`src/rtl/falu_pkg.sv`:
```
// Shared definitions for the FP ALU issue controller.
// Function codes, FSM states and the per-function latency lookup.
package falu_pkg;

  localparam logic [4:0] FC_FMADD   = 5'd0;
  localparam logic [4:0] FC_FNMADD  = 5'd1;
  localparam logic [4:0] FC_FMSUB   = 5'd2;
  localparam logic [4:0] FC_FNMSUB  = 5'd3;
  localparam logic [4:0] FC_ADD     = 5'd4;
  localparam logic [4:0] FC_SUB     = 5'd5;
  localparam logic [4:0] FC_MUL     = 5'd6;
  localparam logic [4:0] FC_DIV     = 5'd7;
  localparam logic [4:0] FC_FSQRT   = 5'd8;
  localparam logic [4:0] FC_FSGNJ   = 5'd9;
  localparam logic [4:0] FC_FSGNJN  = 5'd10;
  localparam logic [4:0] FC_FSGNJX  = 5'd11;
  localparam logic [4:0] FC_MIN_MAX = 5'd12;
  localparam logic [4:0] FC_CLASS   = 5'd13;
  localparam logic [4:0] FC_FMV_X_W = 5'd14;
  localparam logic [4:0] FC_FMV_W_X = 5'd15;
  localparam logic [4:0] IDLE_CODE  = 5'd31;

  typedef enum logic [1:0] {
    S_IDLE,
    S_WAIT,
    S_RESP
  } state_t;

  function automatic int lat_of(
    input logic [4:0] func,
    input int         l_fma,
    input int         l_add,
    input int         l_mul,
    input int         l_div,
    input int         l_sqrt,
    input int         l_misc
  );
    int lat;
    lat = l_misc;
    case (func)
      FC_FMADD, FC_FNMADD,
      FC_FMSUB, FC_FNMSUB: lat = l_fma;
      FC_ADD, FC_SUB:      lat = l_add;
      FC_MUL:              lat = l_mul;
      FC_DIV:              lat = l_div;
      FC_FSQRT:            lat = l_sqrt;
      default:             lat = l_misc;
    endcase
    return lat;
  endfunction

  function automatic int lat_max(
    input int a,
    input int b,
    input int c,
    input int d,
    input int e,
    input int f
  );
    int m;
    m = a;
    if (b > m) m = b;
    if (c > m) m = c;
    if (d > m) m = d;
    if (e > m) m = e;
    if (f > m) m = f;
    return m;
  endfunction

endpackage

```
`src/rtl/falu_result_sel.sv`:
```
// Picks the ALU result bus matching the held function code.
// Narrow results are zero-extended to the wide response width.
module falu_result_sel
  import falu_pkg::*;
#(
  parameter int OP_DATA_WIDTH = 32
) (
  input  logic [4:0]                 func,
  input  logic [OP_DATA_WIDTH-1:0]   in_fmadd,
  input  logic [OP_DATA_WIDTH-1:0]   in_fnmadd,
  input  logic [OP_DATA_WIDTH-1:0]   in_fmsub,
  input  logic [OP_DATA_WIDTH-1:0]   in_fnmsub,
  input  logic [OP_DATA_WIDTH-1:0]   in_add,
  input  logic [OP_DATA_WIDTH-1:0]   in_sub,
  input  logic [OP_DATA_WIDTH-1:0]   in_mul,
  input  logic [OP_DATA_WIDTH-1:0]   in_div,
  input  logic [OP_DATA_WIDTH-1:0]   in_fsqrt,
  input  logic [OP_DATA_WIDTH-1:0]   in_fsgnj,
  input  logic [OP_DATA_WIDTH-1:0]   in_fsgnjn,
  input  logic [OP_DATA_WIDTH-1:0]   in_fsgnjx,
  input  logic [OP_DATA_WIDTH-1:0]   in_min_max,
  input  logic [9:0]                 in_class,
  input  logic [2*OP_DATA_WIDTH-1:0] in_fmv_x_w,
  input  logic [OP_DATA_WIDTH-1:0]   in_fmv_w_x,
  output logic [2*OP_DATA_WIDTH-1:0] data
);

  localparam int W2 = 2 * OP_DATA_WIDTH;

  always_comb begin
    data = '0;
    unique case (func)
      FC_FMADD:   data = W2'(in_fmadd);
      FC_FNMADD:  data = W2'(in_fnmadd);
      FC_FMSUB:   data = W2'(in_fmsub);
      FC_FNMSUB:  data = W2'(in_fnmsub);
      FC_ADD:     data = W2'(in_add);
      FC_SUB:     data = W2'(in_sub);
      FC_MUL:     data = W2'(in_mul);
      FC_DIV:     data = W2'(in_div);
      FC_FSQRT:   data = W2'(in_fsqrt);
      FC_FSGNJ:   data = W2'(in_fsgnj);
      FC_FSGNJN:  data = W2'(in_fsgnjn);
      FC_FSGNJX:  data = W2'(in_fsgnjx);
      FC_MIN_MAX: data = W2'(in_min_max);
      FC_CLASS:   data = W2'(in_class);
      FC_FMV_X_W: data = in_fmv_x_w;
      FC_FMV_W_X: data = W2'(in_fmv_w_x);
      default:    data = '0;
    endcase
  end

endmodule

```
`src/rtl/falu_issue_ctrl.sv`:
```
// One-at-a-time request/response front end for the FP ALU.
// Holds operands and ALU_FUNC for the function latency, then returns the result.
module falu_issue_ctrl
  import falu_pkg::*;
#(
  parameter int OP_DATA_WIDTH = 32,
  parameter int LAT_FMA       = 1,
  parameter int LAT_ADD       = 1,
  parameter int LAT_MUL       = 1,
  parameter int LAT_DIV       = 1,
  parameter int LAT_SQRT      = 1,
  parameter int LAT_MISC      = 1
) (
  input  logic                       CLK,
  input  logic                       RST,
  input  logic                       REQ_VALID,
  output logic                       REQ_READY,
  input  logic [4:0]                 REQ_FUNC,
  input  logic [OP_DATA_WIDTH-1:0]   REQ_A,
  input  logic [OP_DATA_WIDTH-1:0]   REQ_B,
  input  logic [OP_DATA_WIDTH-1:0]   REQ_C,
  input  logic [2*OP_DATA_WIDTH-1:0] REQ_A64,
  output logic                       RSP_VALID,
  input  logic                       RSP_READY,
  output logic [2*OP_DATA_WIDTH-1:0] RSP_DATA,
  output logic [4:0]                 RSP_FUNC,
  output logic                       RSP_ERR,
  output logic [OP_DATA_WIDTH-1:0]   ALU_A,
  output logic [OP_DATA_WIDTH-1:0]   ALU_B,
  output logic [OP_DATA_WIDTH-1:0]   ALU_C,
  output logic [2*OP_DATA_WIDTH-1:0] ALU_A64,
  output logic [4:0]                 ALU_FUNC,
  input  logic [OP_DATA_WIDTH-1:0]   IN_FMADD,
  input  logic [OP_DATA_WIDTH-1:0]   IN_FNMADD,
  input  logic [OP_DATA_WIDTH-1:0]   IN_FMSUB,
  input  logic [OP_DATA_WIDTH-1:0]   IN_FNMSUB,
  input  logic [OP_DATA_WIDTH-1:0]   IN_ADD,
  input  logic [OP_DATA_WIDTH-1:0]   IN_SUB,
  input  logic [OP_DATA_WIDTH-1:0]   IN_MUL,
  input  logic [OP_DATA_WIDTH-1:0]   IN_DIV,
  input  logic [OP_DATA_WIDTH-1:0]   IN_FSQRT,
  input  logic [OP_DATA_WIDTH-1:0]   IN_FSGNJ,
  input  logic [OP_DATA_WIDTH-1:0]   IN_FSGNJN,
  input  logic [OP_DATA_WIDTH-1:0]   IN_FSGNJX,
  input  logic [OP_DATA_WIDTH-1:0]   IN_MIN_MAX,
  input  logic [9:0]                 IN_CLASS,
  input  logic [2*OP_DATA_WIDTH-1:0] IN_FMV_X_W,
  input  logic [OP_DATA_WIDTH-1:0]   IN_FMV_W_X
);

  localparam int MAXL = lat_max(LAT_FMA, LAT_ADD, LAT_MUL,
                                LAT_DIV, LAT_SQRT, LAT_MISC);
  localparam int CW   = $clog2(MAXL + 1);

  if (LAT_FMA < 1 || LAT_ADD < 1 || LAT_MUL < 1 ||
      LAT_DIV < 1 || LAT_SQRT < 1 || LAT_MISC < 1) begin : g_lat_chk
    $error("falu_issue_ctrl: every latency parameter must be >= 1");
  end

  state_t                     state;
  logic [CW-1:0]              cnt;
  logic                       err_q;
  logic [2*OP_DATA_WIDTH-1:0] sel_data;
  logic                       accept;
  logic                       legal;

  assign accept = REQ_VALID & REQ_READY;
  assign legal  = ~REQ_FUNC[4];

  falu_result_sel #(
    .OP_DATA_WIDTH(OP_DATA_WIDTH)
  ) u_sel (
    .func      (ALU_FUNC),
    .in_fmadd  (IN_FMADD),
    .in_fnmadd (IN_FNMADD),
    .in_fmsub  (IN_FMSUB),
    .in_fnmsub (IN_FNMSUB),
    .in_add    (IN_ADD),
    .in_sub    (IN_SUB),
    .in_mul    (IN_MUL),
    .in_div    (IN_DIV),
    .in_fsqrt  (IN_FSQRT),
    .in_fsgnj  (IN_FSGNJ),
    .in_fsgnjn (IN_FSGNJN),
    .in_fsgnjx (IN_FSGNJX),
    .in_min_max(IN_MIN_MAX),
    .in_class  (IN_CLASS),
    .in_fmv_x_w(IN_FMV_X_W),
    .in_fmv_w_x(IN_FMV_W_X),
    .data      (sel_data)
  );

  // Illegal codes take the WAIT path with a zero count and no ALU activity.
  always_ff @(posedge CLK or negedge RST) begin
    if (!RST) begin
      state     <= S_IDLE;
      cnt       <= '0;
      err_q     <= 1'b0;
      REQ_READY <= 1'b0;
      RSP_VALID <= 1'b0;
      RSP_DATA  <= '0;
      RSP_FUNC  <= '0;
      RSP_ERR   <= 1'b0;
      ALU_A     <= '0;
      ALU_B     <= '0;
      ALU_C     <= '0;
      ALU_A64   <= '0;
      ALU_FUNC  <= IDLE_CODE;
    end else begin
      unique case (state)
        S_IDLE: begin
          if (accept) begin
            REQ_READY <= 1'b0;
            RSP_FUNC  <= REQ_FUNC;
            state     <= S_WAIT;
            if (legal) begin
              ALU_A    <= REQ_A;
              ALU_B    <= REQ_B;
              ALU_C    <= REQ_C;
              ALU_A64  <= REQ_A64;
              ALU_FUNC <= REQ_FUNC;
              err_q    <= 1'b0;
              cnt      <= CW'(lat_of(REQ_FUNC, LAT_FMA, LAT_ADD,
                                     LAT_MUL, LAT_DIV, LAT_SQRT,
                                     LAT_MISC));
            end else begin
              err_q <= 1'b1;
              cnt   <= '0;
            end
          end else begin
            REQ_READY <= 1'b1;
          end
        end
        S_WAIT: begin
          if (cnt == '0) begin
            RSP_DATA  <= err_q ? '0 : sel_data;
            RSP_ERR   <= err_q;
            RSP_VALID <= 1'b1;
            ALU_FUNC  <= IDLE_CODE;
            state     <= S_RESP;
          end else begin
            cnt <= cnt - 1'b1;
          end
        end
        S_RESP: begin
          if (RSP_READY) begin
            RSP_VALID <= 1'b0;
            REQ_READY <= 1'b1;
            state     <= S_IDLE;
          end
        end
        default: begin
          state <= S_IDLE;
        end
      endcase
    end
  end

endmodule

```
`config.mk`:
```
export PLATFORM = sky130hd
export DESIGN_NAME = falu_issue_ctrl
export DESIGN_NICKNAME = d
export VERILOG_FILES = /design/src/rtl/falu_pkg.sv /design/src/rtl/falu_result_sel.sv /design/src/rtl/falu_issue_ctrl.sv
export SDC_FILE = /design/constraint.sdc
export NUM_CORES = 1
export LEC_CHECK = 0
export CAP_MARGIN = 15
export CORE_AREA = 2 2 365 367
export CTS_CLUSTER_SIZE = 8
export DETAILED_ROUTE_END_ITERATION = 8
export DIE_AREA = 0 0 367 369
export HOLD_SLACK_MARGIN = 0.08
export SETUP_SLACK_MARGIN = 0.3
export SLEW_MARGIN = 20
export SYNTH_ARGS = -nofsm -noshare
export SYNTH_HDL_FRONTEND = slang
export SYNTH_SLANG_ARGS = --single-unit
```
`constraint.sdc`:
```
create_clock -name CLK -period 5.4 [get_ports CLK]
set_input_delay 0.81 -clock CLK [delete_from_list [all_inputs] [get_ports CLK]]
set_output_delay 0.81 -clock CLK [all_outputs]
set_load 0.02 [all_outputs]
```
# ---- Yosys cells after proc, flatten, opt, wreduce, memory -nomap -nowiden
# Cells that the tools add are included.
# W data, S select, Z words.
dict set report classes {
  n_addsub 1
  mul 0
  n_div 0
  magnitude_cmp 0
  eq_ne 21
  n_shift 0
  mux 21
  n_bitwise 3
  n_reduce_logical 13
}
# cell count
set ops {}
lappend ops {{$pmux W64 S16} 1}
lappend ops {{$mux W64} 1}
lappend ops {{$eq A5 B4 Y1 const B} 8}
lappend ops {{$eq A5 B3 Y1 const B} 4}
lappend ops {{$mux W5} 3}
lappend ops {{$eq A5 B2 Y1 const B} 2}
lappend ops {{$pmux W5 S2} 1}
lappend ops {{$reduce_and A3 Y1} 3}
lappend ops {{$mux W1} 8}
lappend ops {{$ne A2 B2 Y1 const B} 4}
lappend ops {{$reduce_and A2 Y1} 4}
lappend ops {{$mux W2} 3}
lappend ops {{$pmux W1 S2} 3}
lappend ops {{$pmux W2 S3} 1}
lappend ops {{$reduce_bool A2 Y1} 3}
lappend ops {{$eq A5 B1 Y1 const B} 1}
lappend ops {{$logic_not A5 Y1} 1}
lappend ops {{$reduce_and A4 Y1} 1}
lappend ops {{$eq A2 B1 Y1 const B} 1}
lappend ops {{$eq A2 B2 Y1 const B} 1}
lappend ops {{$logic_not A2 Y1} 1}
lappend ops {{$not A1 Y1} 2}
lappend ops {{$and A1 B1 Y1} 1}
lappend ops {{$sub A1 B1 Y1 const B} 1}
dict set report totals {
  regBits 241
  latchBits 0
  ram_bits 0
  romBits 0
  input_bits 691
  output_inout_bits 237
  word_cells 72
  n_memories 0
}

# ---- Depth between registers and ports, before layout
# Gate-level depths: netlist of run 1.
dict set report logic_depth {
  ltp_word 3
  ltp_mapped 8
  mapped_depth_nobuf 5
}

# ---- By module
# Synthesis of run 1 repeated with hierarchy kept, for this count alone.
dict set report unflattened {
  cells_unflattened 1250
  area_unflattened_um2 14204.9
}
# mod instances cells_each area_each_um2 seq_area_each_um2
set by_module_without_submodules {}
lappend by_module_without_submodules {falu_issue_ctrl 1 680 9853.2 6012.0}
lappend by_module_without_submodules {falu_result_sel 1 570 4351.7 0.0}

# ---- Worst setup path after synthesis of run 1
# No wires, ideal clock.
dict set report synth_path {
  path_kind {register -> register}
  start {register ALU_FUNC[1]}
  end {register RSP_DATA[19]}
  setup_time_ps 131
  t_arrival_ps 1944
  required_time_ps 5269
  slack_ps 3324
  path_stages_with_launch 8
  path_buffers 3
  synth_period_minus_slack_ps 2076
  path_cell_list {dfstp_2 -> buf_2 -> buf_2 -> buf_2 -> mux2i_1 -> o22ai_1 -> a2111oi_0 -> o21ai_1}
}
dict set report synth_via {
  elab_chain_cells 3
  elab_cells_between_ends 18
  cone_classes {eq/ne: 15; mux: 2; reduce/logical: 1}
}
# element line
set synth_lines {}
lappend synth_lines {{start: declaration} falu_issue_ctrl.sv:32} ;# output logic [4:0] ALU_FUNC,
lappend synth_lines {{start signal: assignment} falu_issue_ctrl.sv:108} ;# ALU_FUNC <= IDLE_CODE;
lappend synth_lines {{start signal: assignment} falu_issue_ctrl.sv:121} ;# ALU_FUNC <= REQ_FUNC;
lappend synth_lines {{start signal: assignment} falu_issue_ctrl.sv:139} ;# ALU_FUNC <= IDLE_CODE;
lappend synth_lines {{$eq A5 B4 Y1 (tied with other cells)} falu_result_sel.sv:32} ;# unique case (func)
lappend synth_lines {{$pmux W64 S16 (*)} falu_result_sel.sv:32}
lappend synth_lines {{$mux W64 (*)} falu_issue_ctrl.sv:136} ;# RSP_DATA <= err_q ? '0 : sel_data;
lappend synth_lines {{end signal: assignment} falu_issue_ctrl.sv:136}
lappend synth_lines {{end: declaration} falu_issue_ctrl.sv:25} ;# output logic [2*OP_DATA_WIDTH-1:0] RSP_DATA,
# Every way passes the cells marked *; elsewhere a longest branch is shown, timed or not.
# A chain may end at the register's enable or synchronous reset.

# ---- Worst setup path after layout of run 1
dict set report layout_path {
  start {register ALU_FUNC[2]}
  end {output ALU_FUNC[2]}
}
# No word-level cell between the ends.

==> results of run 1 <==
[cell usage in the layout, fill, tap and decap left out, types with 3 or more instances in the layout]
master,count
a221oi_1,9
nand2_1,21
mux2_2,174
clkbuf_1,9
a22o_1,40
inv_1,6
a32o_1,21
mux2i_1,141
a32oi_1,19
dfrtp_1,235
nand4_1,9
a211oi_1,5
o21ai_0,13
bufinv_16,4
o21ai_1,20
a21oi_1,16
nor2_1,40
nor2b_1,3
a22oi_1,20
buf_4,14
o22ai_1,47
nand3_1,6
nor3_2,3
a21o_1,8
a31oi_1,4
clkbuf_16,41
a2111oi_0,18
diode_2,20
dfstp_4,3
clkdlybuf4s50_1,926
mux4_2,6
a221o_1,19
buf_12,4
[final cells by class]
type / count / area, µm² / area share
clock buffers: 52 / 1090 / 0.0431
well taps: 1755 / 2200 / 0.0870
flip-flops and latches: 240 / 6020 / 0.239
repair buffers: 945 / 9470 / 0.375
clock inverters: 10 / 163 / 0.00645
diodes: 20 / 50.0 / 0.00198
multi-input cells: 700 / 6210 / 0.246
inverters: 7 / 26.3 / 0.00104
[worst register-to-register path: cells and delay by family, from the launching register on]
family / cells / cell delay [ps]
flops: 1 / 890
mux: 1 / 800
buf+inv: 1 / 480
compound gates: 3 / 1090
[worst min-delay path by stage]
stage                             endpoint  slack, ps  cells past startpoint
global route         ALU_C[11]$_DFFE_PN0P_        210                      1
floorplan           ALU_A64[0]$_DFFE_PN0P_        510                      0
global placement       RSP_ERR$_DFFE_PN0P_        470                      2
finish               ALU_C[14]$_DFFE_PN0P_        170                      1
detailed placement     RSP_ERR$_DFFE_PN0P_        480                      2
CTS                   ALU_C[5]$_DFFE_PN0P_        200                      1
[where the power goes]
part	leakage [nW]	internal, mW	switching [mW]	total, mW
logic	6.20	3.02	3.46	6.48
clock network	0.604	1.59	1.02	2.61
registers	2.97	2.61	0.738	3.35
[per-layer routing]
layer | vias up | wire [µm] | track usage
met5 | - | 415 | 0
met4 | 60 | 3890 | 0.0454
met3 | 272 | 15400 | 0.0914
met2 | 954 | 53300 | 0.267
met1 | 6835 | 46500 | 0.196
li1 | 5856 | - | -
[flip-flops by register name, indices dropped and copies added, names as in the netlist, 2 cells and up]
register and flops:
ALU_A64 64, RSP_DATA 64, ALU_A 32, ALU_B 32
ALU_C 32, ALU_FUNC 5, RSP_FUNC 4, state 2
[cell families after synthesis]
logic type / after synthesis / synth area share
flip-flops: 240 / 0.473
multiplexers: 321 / 0.276
AND/OR/NAND/NOR: 109 / 0.0465
buffers and inverters: 101 / 0.0422
AO/OA/AOI/OAI: 270 / 0.163
[per-stage QoR]
| stage | util | instances |
|---|---|---|
| 6_report | 0.192 | 3729 |
| 5_1_grt | 0.192 | 3720 |
| 3_5_place_dp | 0.182 | 3647 |
| 3_3_place_gp | 0.182 | 3647 |
| 2_1_floorplan | - | 1041 |
| 4_1_cts | 0.192 | 3709 |
==> flow_summary_export.csv, run 1 <==
group,metric,value,unit
run_status,status,"finished, final reports clean",
synthesis,synthArstFlopShare,1.00,
route,viasPerCell,3.75,
die,die_w,367,µm
synthesis,yosysTopAreaCell,"dfrtp_1",
sta,period_share,0.689,
global_routing,first_global_vias,14400,
die,die_h,369,µm
clocking,cts_max_level,2,
synthesis,ys_top_cells_by_area,"dfrtp_1 (46%), mux2_2 (15%), mux2i_1 (11%)",
sta,setup_violations,0,
clocking,cts.sinks,240,
clocking,path_clk_slew,60,ps
setup_path,crit_path_max_fanout,24,
route,wirelength,119000,µm
sta,tightest_slew,1200,ps
sta,setup_tns,0,ps
synthesis,synth.most_common_cell,"dfrtp_1",
synthesis,yosysUniqueCellTypes,61,
route,wl_per_cell,32.0,µm
die,ios,928,
synthesis,synth_top_area_frac,0.462,
route,first_pass_iters,7,
sta,post-route-min-period,3720,ps
global_routing,antenna_found_initial,109,
global_routing,grt_max_degree,119,
die,initial_utilization,0.0970,
power,power.density,493,nW/µm²
setup_path,startpoint_type,"flip-flop",
finish,drive_gt1_frac,0.143,
setup_path,worstSetupEndpointType,"output port",
synthesis,ys_seq_area_frac,0.473,
setup_path,worstReg2RegStart,"ALU_FUNC[1]$_DFFE_PN1P_",
sta,fmax,269,MHz
synthesis,syn_area,12700,µm²
setup_path,cp.required,4590,ps
setup_path,timing.reg2reg.worst_path_depth,5,
die,core_area,131000,µm²
route,dr_total_vias,14000,
finish,finalInstanceArea,25200,µm²
sta,worst_slack,1680,ps
sta,whs,173,ps
sta,rsz0062_at_grt,"no",
clocking,hold_buffers,0,
setup_path,cp_num_buf_inv,2,
clocking,insertion_delay,600,ps
power,leakagePower,9.77,nW
finish,area_growth,98.3,%
global_routing,grt_pass1_wl,151000,µm
clocking,post_cts_buffers,0,
clocking,clockRootBuffer,"clkbuf_16",
setup_path,r2r-end,"RSP_DATA[25]$_DFFE_PN0P_",
placement,gp_congestion,0.963,
setup_path,cpLargestDelayFamily,"buffers and inverters",
min_path,holdCritPathClass,"in2async",
sta,finalClockSkew,33.9,ps
finish,fillers,14500,
power,ir_worst_vdd,311,µV
setup_path,path_cells,"buf_4 -> clkdlybuf4s50_1",
synthesis,syn-instance-count,1041,
clocking,ctsResizeCount,0,
setup_path,crit_path_end,"ALU_FUNC[2]",
placement,dpl.hpwl,101000,µm
clocking,cts_buffer_depth,3,
flow_run,max_cap_viol_count,0,
synthesis,synth_ff_type,"dfrtp_1",
setup_path,rrSetupSlack,1990,ps
clocking,cts_tree,"done",
setup_path,path_depth,2,
die,die-area,135000,µm²
die,rows,133,
synthesis,synth_edf_count,0,
route,ant_nets,0,
synthesis,yosys_register_bits,240,
sta,final_max_slew_viol_count,0,
placement,preCtsSetupSlack,1890,ps
setup_path,critPathMaxStageDelay,1140,ps
setup_path,arrival,2910,ps
setup_path,cpMaxStageDelayCell,"dfstp_2",
setup_path,crit_type,"reg2out",
sta,hold_viol_final,0,
global_routing,grt-ovfl-total,0,
synthesis,synthTopCellsByCount,"dfrtp_1 (235), mux2_2 (174), mux2i_1 (141)",
placement,dpl_cell_area,23900,µm²
finish,nets,2625,
synthesis,avgSynthCellArea,12.2,µm²
clocking,cts_buffers,40,
global_routing,grt_use_total,0.169,
synthesis,synth_nets,1732,
placement,portBuffers,927,
route,drc,0,
route,drt_iter0_drc,930,
sta,slew_headroom,0.177,
setup_path,startpoint,"ALU_FUNC[2]$_DFFE_PN1P_",
power,total_power,12.4,mW
synthesis,yosys_warnings,0,
Power figures use the tool's default switching activity.
==> run 2, diff against run 1 <==
- CORE_AREA: 2 2 365 367 -> 2 2 364 366
- DIE_AREA: 0 0 367 369 -> 0 0 366 368
- clock period: 5.4 -> 3.2 ns (I/O delays scaled with it)
==> flow_summary_export.csv, run 2 (synthesized netlist as in run 1, its figures left out) <==
group,metric,value,unit
clocking,cts.sinks,240,
route,first_pass_iters,5,
power,p_clk_frac,0.196,
die,die_w,366,µm
power,combPwrFrac,0.549,
global_routing,grt_max_degree,66,
min_path,holdCritPathClass,"in2async",
clocking,post_cts_buffers,0,
finish,drive_gt1_frac,0.160,
setup_path,cpLargestDelayFamily,"compound AO/OA/AOI/OAI gates",
global_routing,grt_pass1_wl,154000,µm
setup_path,critPathMaxStageDelay,680,ps
power,leakagePower,9.95,nW
setup_path,startpoint_type,"flip-flop",
die,core_area,131000,µm²
route,drt_iter0_drc,961,
sta,slew_headroom,0.396,
clocking,path_clk_slew,60,ps
clocking,clockRootBuffer,"clkbuf_16",
placement,dpl_cell_area,24300,µm²
placement,dpl.hpwl,103000,µm
sta,tightest_slew,901,ps
finish,final_common_cell,"clkdlybuf4s50_1",
sta,setup_violations,0,
sta,period_share,0.853,
setup_path,cp.required,3650,ps
global_routing,grt-ovfl-total,0,
die,initial_utilization,0.0972,
placement,portBuffers,927,
power,swShare,0.422,
sta,hold_viol_final,0,
setup_path,cpMaxStageDelayCell,"dfstp_4",
finish,area_growth,101,%
die,die_h,368,µm
setup_path,path_depth,6,
setup_path,cp_num_buf_inv,2,
clocking,cts_max_level,2,
sta,post-route-min-period,2730,ps
finish,largestRegisters,"ALU_A64 x64, RSP_DATA x64",
power,p_switching,8.88,mW
die,die-area,135000,µm²
setup_path,worstSetupEndpointType,"flip-flop",
global_routing,grt_use_total,0.172,
setup_path,crit_path_max_fanout,30,
route,drc,0,
power,power.density,825,nW/µm²
setup_path,timing.reg2reg.worst_path_depth,6,
route,wl_per_cell,32.1,µm
setup_path,arrival,3180,ps
power,cellInternalPower,12.2,mW
route,wirelength,120000,µm
route,ant_nets,0,
setup_path,crit_type,"reg2reg",
clocking,insertion_delay,610,ps
route,viasPerCell,3.80,
clocking,cts_tree,"done",
finish,finalInstanceArea,25500,µm²
sta,finalClockSkew,42.0,ps
placement,gp_congestion,0.981,
sta,rsz0062_at_grt,"no",
clocking,cts_buffers,39,
die,ios,928,
clocking,cts_buffer_depth,3,
global_routing,antenna_found_initial,103,
die,rows,133,
flow_run,max_cap_viol_count,0,
power,ir_worst_vdd,463,µV
global_routing,first_global_vias,14700,
sta,final_max_slew_viol_count,0,
setup_path,path_cells,"buf_12 -> mux2i_1 -> o22ai_1 -> a2111oi_0 -> buf_4 -> o21ai_1",
sta,setup_tns,0,ps
route,dr_total_vias,14300,
finish,nets,2666,
finish,mostFrequentLayoutCells,"clkdlybuf4s50_1 (924), dfrtp_1 (235), mux2_2 (174)",
run_status,status,"finished, final reports clean",
sta,fmax,366,MHz
power,seqPwrFrac,0.255,
-- run 2: cell types whose count changed in the layout (fill, tap and decap cells not counted), sizes merged --
cell           before  now
clkinv              2    4
bufinv              4    2
clkbuf             52   46
dlygate4sd2         0    2
diode              20   14
dlygate4sd3         0    1
clkdlybuf4s50     926  924
buf                19   60
inv                 9    8
-- run 2: final cells by class --
type	instances	area, µm²
antenna	14	35.0
clock buffer	46	1020
clock inverter	9	140
fill	14400	105000
inverter	7	26.3
multi-input combinational	700	6220
sequential	240	6020
tap	1755	2200
timing repair buffer	987	9860
-- run 2: power by group through the flow --
stage	clock [mW]	sequential [mW]	combinational, mW
6_report	4.12	5.37	11.6
5_1_grt	4.39	5.53	12.2
4_1_cts	4.31	5.37	11.7
3_5_place_dp	0	5.37	11.6
3_3_place_gp	0	5.34	11.7
2_1_floorplan	0	6.68	3.82
-- run 2: worst paths after layout --
| check | endpoint | slack [ps] | startpoint |
|---|---|---|---|
| max in group asynchronous | ALU_A64[39]$_DFFE_PN0P_ | 1920 | RST |
| setup reg to reg | RSP_DATA[14]$_DFFE_PN0P_ | 470 | ALU_FUNC[0]$_DFFE_PN1P_ |
| hold reg to reg | RSP_ERR$_DFFE_PN0P_ | 500 | RSP_ERR$_DFFE_PN0P_ |
| hold / removal | REQ_READY$_DFFE_PN0P_ | 450 | RST |
| setup / recovery | RSP_DATA[14]$_DFFE_PN0P_ | 470 | ALU_FUNC[0]$_DFFE_PN1P_ |
| min in group CLK | RSP_DATA[63]$_DFFE_PN0P_ | 480 | IN_FMV_X_W[63] |
-- run 2: metal layers --
layer | share of wire | GRT usage | vias up
li1 | - | - | 5923
met1 | 0.41 | 0.210 | 7088
met2 | 0.43 | 0.262 | 940
met3 | 0.12 | 0.0893 | 254
met4 | 0.032 | 0.0523 | 62
met5 | 0.0033 | 0 | -
-- run 2: through the flow --
step	utilization	power [mW]	worst slack [ps]	instances	hold slack [ps]
5_1_grt	0.195	22.1	428	3755	453
3_3_place_gp	0.186	17.0	431	3688	464
6_report	0.195	21.0	469	3758	450
2_1_floorplan	-	10.5	1120	1041	184
4_1_cts	0.195	21.4	339	3744	419
3_5_place_dp	0.186	17.0	362	3688	488
-- run 2: repair_timing --
item	4_1_cts	5_1_grt
resized for setup	2	0
hold buffers	1	0
setup endpoints to repair	2	0
hold endpoints to repair	59	0
==> run 3, diff against run 2 <==
- CTS_CLUSTER_DIAMETER: not set -> 100
==> flow_summary_export.csv, run 3 (synthesized netlist as in run 1, its figures left out) <==
group,metric,value,unit
die,initial_utilization,0.0972,
setup_path,timing.reg2reg.worst_path_depth,6,
sta,post-route-min-period,2700,ps
power,leakagePower,9.95,nW
route,wl_per_cell,32.0,µm
route,ant_nets,0,
sta,setup_violations,0,
setup_path,cp.required,2720,ps
clocking,path_clk_slew,60,ps
sta,whs,461,ps
sta,rsz0062_at_grt,"no",
finish,stdcell_count,3759,
die,die_h,368,µm
sta,final_max_slew_viol_count,0,
sta,tightest_slew,889,ps
finish,mostFrequentLayoutCells,"clkdlybuf4s50_1 (924), dfrtp_1 (235), mux2_2 (174)",
clocking,cts_buffers,40,
setup_path,path_cells,"buf_12 -> clkdlybuf4s50_1",
flow_run,max_cap_viol_count,0,
clocking,clockRootBuffer,"clkbuf_16",
die,rows,133,
finish,nets,2667,
global_routing,grt_pass1_wl,153000,µm
die,core_area,131000,µm²
finish,area_growth,101,%
route,dr_total_vias,14300,
die,ios,928,
min_path,holdCritPathClass,"in2async",
clocking,cts_buffer_depth,3,
finish,largestRegisters,"ALU_A64 x64, RSP_DATA x64",
sta,setup_tns,0,ps
global_routing,antenna_found_initial,100,
setup_path,arrival,2220,ps
sta,slew_headroom,0.404,
sta,hold_viol_final,0,
setup_path,crit_path_max_fanout,30,
setup_path,cp_num_buf_inv,2,
global_routing,grt_max_degree,66,
placement,dpl.hpwl,103000,µm
setup_path,startpoint_type,"flip-flop",
route,drc,0,
placement,gp_congestion,0.981,
finish,final_common_cell,"clkdlybuf4s50_1",
clocking,cts.sinks,240,
setup_path,cpMaxStageDelayCell,"dfstp_4",
route,drt_iter0_drc,1043,
setup_path,cpLargestDelayFamily,"buffers and inverters",
placement,portBuffers,927,
run_status,status,"finished, final reports clean",
setup_path,path_depth,2,
sta,fmax,371,MHz
route,wirelength,120000,µm
clocking,post_cts_buffers,0,
power,ir_worst_vdd,534,µV
clocking,insertion_delay,590,ps
sta,period_share,0.843,
global_routing,grt-ovfl-total,0,
route,first_pass_iters,6,
finish,drive_gt1_frac,0.160,
global_routing,first_global_vias,14700,
clocking,cts_tree,"done",
setup_path,crit_type,"reg2out",
setup_path,worstSetupEndpointType,"output port",
placement,place_inst,3688,
die,die_w,366,µm
global_routing,grt_use_total,0.172,
sta,finalClockSkew,28.3,ps
die,die-area,135000,µm²
route,viasPerCell,3.81,
setup_path,critPathMaxStageDelay,680,ps
power,power.density,823,nW/µm²
clocking,cts_max_level,2,
[run 3: cell type report]
type,count,area [µm²]
clock buffer,49,1100
fill,14400,105000
inverter,7,26.3
sequential,240,6020
antenna,14,35.0
tap,1755,2200
clock inverter,7,63.8
multi-input combinational,700,6220
timing repair buffer,987,9860
[run 3: worst paths after layout]
kind                                         start                        to  slack (ps)
max                        ALU_FUNC[0]$_DFFE_PN1P_               ALU_FUNC[0]         500
min                                            RST     REQ_READY$_DFFE_PN0P_         460
max reg2reg                ALU_FUNC[0]$_DFFE_PN1P_  RSP_DATA[14]$_DFFE_PN0P_         510
min reg2reg                   ALU_C[1]$_DFFE_PN0P_      ALU_C[1]$_DFFE_PN0P_         500
max in group asynchronous                      RST   ALU_A64[16]$_DFFE_PN0P_        1910
min in group CLK                    IN_FMV_X_W[33]  RSP_DATA[33]$_DFFE_PN0P_         500
[run 3: per-stage QoR]
stage | cell area (µm²) | total power, mW | worst slack (ps) | util
global placement | 24300 | 17.0 | 431 | 0.186
CTS | 25500 | 21.3 | 332 | 0.195
floorplan | 12700 | 10.5 | 1120 | -
detailed placement | 24300 | 17.0 | 362 | 0.186
global route | 25500 | 22.1 | 417 | 0.195
finish | 25500 | 21.0 | 504 | 0.195
[run 3: repair_timing]
| action | CTS | global route |
|---|---|---|
| hold endpoints to repair | 59 | 0 |
| setup endpoints to repair | 2 | 0 |
| resized for setup | 2 | 0 |
| hold buffers | 1 | 0 |
[run 3: per-layer routing]
layer | share of wire | GRT usage | wire length (µm)
met2 | 0.43 | 0.262 | 52000
met5 | 0.0033 | 0 | 398
met3 | 0.13 | 0.0915 | 15200
met4 | 0.034 | 0.0520 | 4040
met1 | 0.40 | 0.208 | 48600
[run 3: where the power goes]
| part | internal (mW) | switching [mW] |
|---|---|---|
| Clock | 2.39 | 1.69 |
| Combinational | 5.35 | 6.21 |
| Sequential | 4.40 | 0.969 |
[run 3: worst register-to-register path: cells and delay by family (launching register included)]
kind	cells	cell delay, ps
multiplexers	1	610
AO/OA/AOI/OAI	3	840
flip-flops	1	680
buffers and inverters	2	400
